[src/rtl/sseg_scan_controller.sv]
// sseg_scan_controller
//
// Scans a 4-digit common-anode 7-segment display. One digit is lit at a time
// for REFRESH_DIV cycles, optionally followed by BLANK_CYCLES with every anode
// off so the previous digit's segments cannot ghost onto the next one. A new
// BCD word arrives over a valid/ready handshake into a pending buffer. It is
// promoted to the displayed (active) word only when the scan wraps from digit 3
// to digit 0, or at once while idle, so a frame never mixes two words.
//
// Ports
//   clk        - system clock, rising edge
//   reset_n    - asynchronous reset, active low
//   enable     - 1: scan; 0: all anodes off, scan parked at digit 0
//   bcd_in     - four BCD nibbles, [15:12] = digit 3 ... [3:0] = digit 0
//   bcd_valid  - bcd_in offered this cycle
//   bcd_ready  - pending buffer empty; transfer on bcd_valid & bcd_ready
//   bcd_out    - active word for the decoder, leading zeros replaced by 4'hF
//   AN3..AN0   - registered anode strobes, active low, at most one low
//   frame_tick - one-cycle pulse in the first cycle of digit 0 after a wrap

module sseg_scan_controller #(
  parameter int unsigned REFRESH_DIV  = 50000,
  parameter int unsigned BLANK_CYCLES = 1000,
  parameter bit          LZ_SUPPRESS  = 1'b1
) (
  input  logic        clk,
  input  logic        reset_n,
  input  logic        enable,
  input  logic [15:0] bcd_in,
  input  logic        bcd_valid,
  output logic        bcd_ready,
  output logic [15:0] bcd_out,
  output logic        AN3,
  output logic        AN2,
  output logic        AN1,
  output logic        AN0,
  output logic        frame_tick
);

  localparam int unsigned MaxDiv = (REFRESH_DIV > BLANK_CYCLES) ? REFRESH_DIV : BLANK_CYCLES;
  localparam int unsigned CntW   = $clog2(MaxDiv + 1);
  localparam bit          HasGap = (BLANK_CYCLES > 0);

  // Terminal counts for an N-cycle phase; BlankLast is unused when HasGap is 0.
  localparam logic [CntW-1:0] RefreshLast = CntW'(REFRESH_DIV - 1);
  localparam logic [CntW-1:0] BlankLast   = CntW'(HasGap ? BLANK_CYCLES - 1 : 0);

  typedef enum logic [1:0] {
    StIdle,
    StOn,
    StGap
  } state_e;

  state_e            state_q, state_d;
  logic [1:0]        ptr_q, ptr_d;
  logic [CntW-1:0]   cnt_q, cnt_d;
  logic [3:0]        an_q, an_d;
  logic              tick_q, tick_d;
  logic [15:0]       pend_q, pend_d;
  logic              pend_full_q, pend_full_d;
  logic [15:0]       act_q, act_d;

  logic              wrap;
  logic              accept;
  logic              commit;

  // Scan sequencing. The prescaler restarts on every phase change.
  always_comb begin
    state_d = state_q;
    ptr_d   = ptr_q;
    cnt_d   = cnt_q + CntW'(1);
    wrap    = 1'b0;

    if (!enable) begin
      state_d = StIdle;
      ptr_d   = '0;
      cnt_d   = '0;
    end else begin
      unique case (state_q)
        StIdle: begin
          state_d = StOn;
          ptr_d   = '0;
          cnt_d   = '0;
        end
        StOn: begin
          if (cnt_q == RefreshLast) begin
            cnt_d = '0;
            if (HasGap) begin
              state_d = StGap;
            end else begin
              ptr_d = ptr_q + 2'd1;
              wrap  = (ptr_q == 2'd3);
            end
          end
        end
        StGap: begin
          if (cnt_q == BlankLast) begin
            cnt_d   = '0;
            state_d = StOn;
            ptr_d   = ptr_q + 2'd1;
            wrap    = (ptr_q == 2'd3);
          end
        end
        default: begin
          state_d = StIdle;
          ptr_d   = '0;
          cnt_d   = '0;
        end
      endcase
    end
  end

  // Anodes and frame_tick are decoded from the next state so that the
  // registered strobes line up exactly with the phase they belong to.
  always_comb begin
    an_d = 4'b1111;
    if (state_d == StOn) begin
      unique case (ptr_d)
        2'd0: an_d = 4'b1110;
        2'd1: an_d = 4'b1101;
        2'd2: an_d = 4'b1011;
        2'd3: an_d = 4'b0111;
      endcase
    end
    tick_d = wrap;
  end

  // Double buffer. Accept needs an empty pending slot and commit needs a full
  // one, so the two never happen on the same edge.
  always_comb begin
    accept      = bcd_valid & ~pend_full_q;
    commit      = pend_full_q & ((state_q == StIdle) | wrap);
    pend_d      = pend_q;
    pend_full_d = pend_full_q;
    act_d       = act_q;
    if (commit) begin
      act_d       = pend_q;
      pend_full_d = 1'b0;
    end else if (accept) begin
      pend_d      = bcd_in;
      pend_full_d = 1'b1;
    end
  end

  always_ff @(posedge clk or negedge reset_n) begin
    if (!reset_n) begin
      state_q     <= StIdle;
      ptr_q       <= '0;
      cnt_q       <= '0;
      an_q        <= 4'b1111;
      tick_q      <= 1'b0;
      pend_q      <= '0;
      pend_full_q <= 1'b0;
      act_q       <= '0;
    end else begin
      state_q     <= state_d;
      ptr_q       <= ptr_d;
      cnt_q       <= cnt_d;
      an_q        <= an_d;
      tick_q      <= tick_d;
      pend_q      <= pend_d;
      pend_full_q <= pend_full_d;
      act_q       <= act_d;
    end
  end

  // Leading-zero blanking: a digit is blanked only if it and every more
  // significant digit are zero. Digit 0 always shows. Nibbles above 9 pass
  // through untouched; the decoder renders them blank.
  logic d3_zero, d32_zero, d321_zero;

  always_comb begin
    d3_zero   = (act_q[15:12] == 4'h0);
    d32_zero  = d3_zero && (act_q[11:8] == 4'h0);
    d321_zero = d32_zero && (act_q[7:4] == 4'h0);
    bcd_out   = act_q;
    if (LZ_SUPPRESS) begin
      if (d3_zero)   bcd_out[15:12] = 4'hF;
      if (d32_zero)  bcd_out[11:8]  = 4'hF;
      if (d321_zero) bcd_out[7:4]   = 4'hF;
    end
  end

  assign bcd_ready            = ~pend_full_q;
  assign {AN3, AN2, AN1, AN0} = an_q;
  assign frame_tick           = tick_q;

endmodule

[config.mk]
export PLATFORM = sky130hd
export DESIGN_NAME = sseg_scan_controller
export DESIGN_NICKNAME = d
export VERILOG_FILES = /design/src/rtl/sseg_scan_controller.sv
export SDC_FILE = /design/constraint.sdc
export NUM_CORES = 1
export LEC_CHECK = 0
export ABC_CLOCK_PERIOD_IN_PS = 5050
export CORE_UTILIZATION = 45
export CTS_CLUSTER_SIZE = 16
export DETAILED_ROUTE_END_ITERATION = 10
export PLACE_DENSITY = 0.69
export SYNTH_ARGS = -nofsm -noshare
export SYNTH_HDL_FRONTEND = slang
export SYNTH_SLANG_ARGS = --single-unit
[constraint.sdc]
create_clock -name clk -period 5.05 [get_ports clk]
set_clock_uncertainty 0.1 [all_clocks]
set_input_delay 0.505 -clock clk [delete_from_list [all_inputs] [get_ports clk]]
set_output_delay 0.505 -clock clk [all_outputs]
set_load 0.005 [all_outputs]
After elaboration in Yosys (flattened, before gate mapping)
Cells that the tools add are included.
{"block": "word_totals", "ramBits": 0, "out_inout_bits": 22, "latch_bits": 0, "mem_count": 0, "in_bits": 20, "register_bits": 58, "word_cells": 54, "romBits": 0}
{"block": "op_classes", "n_div": 0, "n_mul": 0, "n_addsub": 2, "order_cmp": 0, "mux": 21, "n_reduce_logical": 9, "n_eq_ne": 9, "shift": 0, "bitwise_logic": 5}
{"operator": "2-to-1 mux 16 bit", "n": 3}
{"operator": "one-hot mux 16 bit (2 select lines)", "n": 1}
{"operator": "adder 16 x 1 -> 16 bit, second input constant", "n": 1}
{"operator": "equality test 16 x 10 -> 1 bit, second input constant", "n": 1}
{"operator": "equality test 16 bit, second input constant", "n": 1}
{"operator": "2-to-1 mux 4 bit", "n": 4}
{"operator": "one-hot mux 4 bit (4 select lines)", "n": 1}
{"operator": "logical NOT 4 bit", "n": 3}
{"operator": "2-to-1 mux 2 bit", "n": 5}
{"operator": "equality test 2 bit, second input constant", "n": 4}
{"operator": "equality test 2 x 1 -> 1 bit, second input constant", "n": 3}
{"operator": "one-hot mux 2 bit (3 select lines)", "n": 1}
{"operator": "2-to-1 mux 1 bit", "n": 5}
{"operator": "logical NOT 2 bit", "n": 2}
{"operator": "one-hot mux 2 bit (2 select lines)", "n": 1}
{"operator": "adder 2 x 1 -> 2 bit, second input constant", "n": 1}
{"operator": "bitwise AND 1 bit", "n": 2}
{"operator": "logical AND 1 bit", "n": 2}
{"operator": "NOT 1 bit", "n": 2}
{"operator": "AND reduction 2 bit", "n": 1}
{"operator": "nonzero test 2 bit", "n": 1}
{"operator": "OR 1 bit", "n": 1}

Depth between registers and ports, before layout
{"block": "logic_depth", "ltp_word": 8, "ltp_mapped": 9, "depth_no_buf": 6}

Worst setup path after synthesis
No wires, ideal clock.
{"block": "synth_path", "path_type": "flip-flop to flip-flop", "from": "reg cnt_q[3]", "to": "reg an_q[0]", "path_slack_ps": 2622, "required_ps": 4862, "arrival_ps": 2240, "setup_time_ps": 88, "n_path_buf": 1, "synth_period_minus_slack_ps": 2428, "path_stages_with_launch": 7, "path_cell_list": "dfrtp_1 > or4b_1 > or4_1 > buf_6 > a221oi_2 > o211a_1 > or3b_1"}
{"block": "synth_via", "elab_chain_cells": 7, "word_cells_on_any_way": 16, "classes_between": "6 x eq/ne; 9 x mux; 1 x reduce/logical"}
{"element": "start, declared", "line_no": "56", "source": "logic [CntW-1:0] cnt_q, cnt_d;"}
{"element": "start signal, assigned", "line_no": "158", "source": "cnt_q <= cnt_d;"}
{"element": "equality test 16 x 10 -> 1 bit", "line_no": "97", "source": "if (cnt_q == BlankLast) begin"}
{"element": "2-to-1 mux 2 bit", "line_no": "97"}
{"element": "one-hot mux 2 bit (2 select lines)", "line_no": "79", "source": "unique case (state_q)"}
{"element": "2-to-1 mux 2 bit", "line_no": "74", "source": "if (!enable) begin"}
{"element": "equality test 2 bit (tied with other cells)", "line_no": "118", "source": "unique case (ptr_d)"}
{"element": "one-hot mux 4 bit (4 select lines)", "line_no": "118"}
{"element": "2-to-1 mux 4 bit (*)", "line_no": "117", "source": "if (state_d == StOn) begin"}
{"element": "via an_d[0]", "line_no": "57", "source": "logic [3:0] an_q, an_d;"}
{"element": "end signal, assigned", "line_no": "159", "source": "an_q <= an_d;"}
{"element": "end, declared", "line_no": "57"}
Mark *: on every way through the listed nets, which the timed path passes. The rest lies on a longest branch.
A chain may end at the register's enable or synchronous reset.

Worst setup path in the final report
{"block": "layout_path", "from": "reg act_q[12]", "to": "out bcd_out[6]"}
{"block": "layout_via", "elab_chain_cells": 4}
{"element": "start, declared", "line_no": "61", "source": "logic [15:0] act_q, act_d;"}
{"element": "start signal, assigned", "line_no": "163", "source": "act_q <= act_d;"}
{"element": "logical NOT 4 bit", "line_no": "173", "source": "d3_zero = (act_q[15:12] == 4'h0);"}
{"element": "logical AND 1 bit", "line_no": "174", "source": "d32_zero = d3_zero && (act_q[11:8] == 4'h0);"}
{"element": "logical AND 1 bit", "line_no": "175", "source": "d321_zero = d32_zero && (act_q[7:4] == 4'h0);"}
{"element": "2-to-1 mux 4 bit", "line_no": "180", "source": "if (d321_zero) bcd_out[7:4] = 4'hF;"}
{"element": "end, declared", "line_no": "32", "source": "output logic [15:0] bcd_out,"}
No other way between the ends.

==> impl_metrics.tcl <==
set metrics [dict create \
    result_of_the_run "finished clean" \
    std_cell_rows 27 \
    finalHoldWorstSlack_ns 0.1993 \
    dpl_worst_slack_ns 2.420 \
    worstReg2RegEnd "an_q[0]$_DFF_PN1_" \
    final_worst_path_period_need_ns 2.884 \
    most-common-layout-cells "sky130_fd_sc_hd__dfrtp_1, sky130_fd_sc_hd__clkdlybuf4s50_1, sky130_fd_sc_hd__mux2_2, sky130_fd_sc_hd__nor2_1, sky130_fd_sc_hd__nand3_1" \
    syn_area_um2 2651 \
    yosysWarningCount 0 \
    finalWorstSetupSlack_ns 2.166 \
    timing.critical_path.slowest_cell_delay_ns 0.64 \
    post-cts-setup-buffer-count 0 \
    clk_pin_slew_worst_paths_ns 0.07 \
    rr_startpoint "cnt_q[3]$_DFF_PN0_" \
    setup.worst_path.class "reg -> out" \
    hpwl_um 3085 \
    globalplace.congestion 0.8149 \
    ioPinCount 42 \
    cp.depth 4 \
    cell_count_of_the_worst_reg_to_reg_path 5 \
    timing.critical_path.required_ns 4.45 \
    critPathArrivalTime_ns 2.28 \
    avgSynthCellArea_um2 11.94 \
    final.setup.tns_ns 0 \
    crit_path_max_fanout 6 \
    cts_repair_resize_count 0 \
    detailroute.via_count 1716 \
    synth_largest_type_area_fraction_pct 50.97 \
    routed_wire_length_per_instance_um 13.21 \
    first_iter_violations 65 \
    crit_family "simple AND/OR/NAND/NOR gates" \
    synthTopCellsByArea "sky130_fd_sc_hd__dfrtp_1, sky130_fd_sc_hd__mux2_2, sky130_fd_sc_hd__mux2_1" \
    postSynth.asyncResetShare_pct 100.0 \
    numCtsBuffers 9 \
    grt.overflow.total 0 \
    synthesis.nets 248 \
    post-route-cell-area_um2 3347 \
    die_w_um 78.76 \
    timing_worst_slew_pin_value_ns 0.8376 \
    layout_commonest_cell "sky130_fd_sc_hd__dfrtp_1" \
    cp-endpoint "bcd_out[6]" \
    die_area_um2 6202 \
    timing.final.setup_violations 0 \
    layout.nets 291 \
    vias_per_cell 5.018 \
    synth_ff_type "sky130_fd_sc_hd__dfrtp_1" \
    finalHoldViolations 0 \
    first_pass_iters 4 \
    power.density_cell_area_nw_per_um2 504.2 \
    synth-seq-area-share_pct 54.93 \
    port-buffer-count 41 \
    fmax_mhz 346.8 \
    synthCells 222 \
    gr-usage-all-layers_pct 17.32 \
    max-cap-violations 0 \
    htree_num_levels 3 \
    coreArea_um2 5608 \
    slew_headroom_pct 44.15 \
    crit_buf_inv 1 \
    timing.final.max_slew_violations 0 \
    insertedDiodeCount 0 \
    worst-r2r-setup-slack_ns 2.44 \
    synth_top_cell_by_area "sky130_fd_sc_hd__dfrtp_1" \
    grt_pass1_vias 1768 \
    worstSkewPairLatency_ns 0.33 \
    fraction_of_layout_instances_using_a_drive_strength_above_1_pct 20.37 \
    remaining_drc_errors 0 \
    numClockSinks 58 \
    rsz0062_at_grt "false" \
    critical_path.endpoint_type "output pin" \
    min_period_over_period_pct 57.10 \
    vdd_drop_max_mv 0.2340 \
    category_of_the_worst_setup_path_launch_point "register" \
    synthToLayoutAreaGrowth_pct 26.24 \
    ys_ff_latch 58 \
    tritoncts "built" \
    first_pass_grt_wire_length_um 8059 \
    synth_edf_count 0 \
    ant_nets 0 \
    worstSetupStartpoint "act_q[12]$_DFFE_PN0P_" \
    die-height_um 78.76 \
    initial_antenna_violation_count 0 \
    post_synth_num_cell_types 38 \
    initial_utilization_pct 47.28 \
    slowest_stage_cell_on_the_critical_path "sky130_fd_sc_hd__nor4_1" \
    cts_hold_buf 0 \
    crit_path_cell_trace "nor4_1 -> nand3_1 -> nand2b_1 -> clkdlybuf4s50_1" \
    grt_max_degree 59 \
    clk_root_buffer_cell "sky130_fd_sc_hd__clkbuf_8" \
    hold_path_class "in -> async" \
    totalWireLength_um 4517 \
    power.leakage_uw 0.001400 \
    clockBufferDepth 2 \
    postPlaceCellArea_um2 3095 \
]
==> flip-flops by register name, indices dropped and copies added, names as in the netlist <==
| signal | flops |
|---|---|
| cnt_q | 16 |
| frame_tick | 1 |
| pend_full_q | 1 |
| state_q | 2 |
| ptr_q | 2 |
| pend_q | 16 |
| an_q | 4 |
| act_q | 16 |
==> logic make-up after synthesis <==
logic type               share of synthesized area (%)
AND/OR/NAND/NOR                                  17.27
flip-flops                                       54.93
multiplexers                                     14.02
buffers and inverters                            3.209
XOR/XNOR                                         4.625
AO/OA/AOI/OAI                                    3.114
adder cells (fa/ha/maj)                          2.831
==> worst min-delay path by stage <==
stage                       start                    end  slack [ns]  cells past startpoint
4_1_cts                   reset_n  pend_q[8]$_DFFE_PN0P_        0.22                      2
2_1_floorplan             reset_n   act_q[0]$_DFFE_PN0P_        0.11                      0
3_3_place_gp   cnt_q[0]$_DFF_PN0_     cnt_q[0]$_DFF_PN0_        0.35                      1
5_1_grt                   reset_n  pend_q[8]$_DFFE_PN0P_        0.29                      2
3_5_place_dp   cnt_q[0]$_DFF_PN0_     cnt_q[0]$_DFF_PN0_        0.35                      1
6_report                  reset_n  pend_q[8]$_DFFE_PN0P_        0.20                      2
==> layer usage <==
| layer | GRT usage (%) | share of wire [%] |
|---|---|---|
| met1 | 22.20 | 50 |
| met2 | 26.78 | 44 |
| met4 | 9.444 | 1.6 |
| met5 | 0 | 0 |
| met3 | 4.483 | 4.9 |
==> cell usage after synthesis, types with 2 or more instances <==
| cell type | count |
|---|---|
| sky130_fd_sc_hd__or3b_1 | 2 |
| sky130_fd_sc_hd__a21oi_1 | 3 |
| sky130_fd_sc_hd__nand2_1 | 11 |
| sky130_fd_sc_hd__nand4b_1 | 2 |
| sky130_fd_sc_hd__nor3_1 | 2 |
| sky130_fd_sc_hd__xor2_1 | 8 |
| sky130_fd_sc_hd__mux2_2 | 23 |
| sky130_fd_sc_hd__nand2b_1 | 9 |
| sky130_fd_sc_hd__ha_1 | 6 |
| sky130_fd_sc_hd__clkbuf_1 | 4 |
| sky130_fd_sc_hd__buf_2 | 2 |
| sky130_fd_sc_hd__and3_1 | 5 |
| sky130_fd_sc_hd__inv_1 | 5 |
| sky130_fd_sc_hd__mux2_1 | 10 |
| sky130_fd_sc_hd__or2_2 | 5 |
| sky130_fd_sc_hd__dfstp_2 | 4 |
| sky130_fd_sc_hd__buf_4 | 4 |
| sky130_fd_sc_hd__nor4_1 | 5 |
| sky130_fd_sc_hd__nor2_1 | 21 |
| sky130_fd_sc_hd__nand3_1 | 13 |
| sky130_fd_sc_hd__nand4_1 | 3 |
| sky130_fd_sc_hd__xnor2_1 | 6 |
| sky130_fd_sc_hd__dfrtp_1 | 54 |
==> through the flow <==
| step | power [uW] | utilization, % | instances |
|---|---|---|---|
| 6_report | 1688 | 59.68 | 342 |
| 5_1_grt | 1787 | 59.68 | 342 |
| 4_1_cts | 1713 | 59.68 | 342 |
| 3_5_place_dp | 1176 | 55.20 | 326 |
| 3_3_place_gp | 1159 | 55.20 | 326 |
| 2_1_floorplan | 961.9 | - | 222 |
==> power by group <==
group / internal [uW] / leakage, uW / total, uW / switching, uW
sequential: 600 / 0.000721 / 675 / 75.5
combinational: 312 / 0.000551 / 480 / 168
clock: 353 / 0.000129 / 533 / 180
total: 1260 / 0.00140 / 1690 / 423
==> cell type report <==
type / count / area [um2]
flip-flops and latches: 58 / 1456
repair buffers: 43 / 420.4
clock inverters: 5 / 100.1
clock buffers: 11 / 151.4
multi-input cells: 148 / 1110
fillers: 477 / 2261
well taps: 72 / 90.09
inverters: 5 / 18.77
Power figures use the tool's default switching activity.
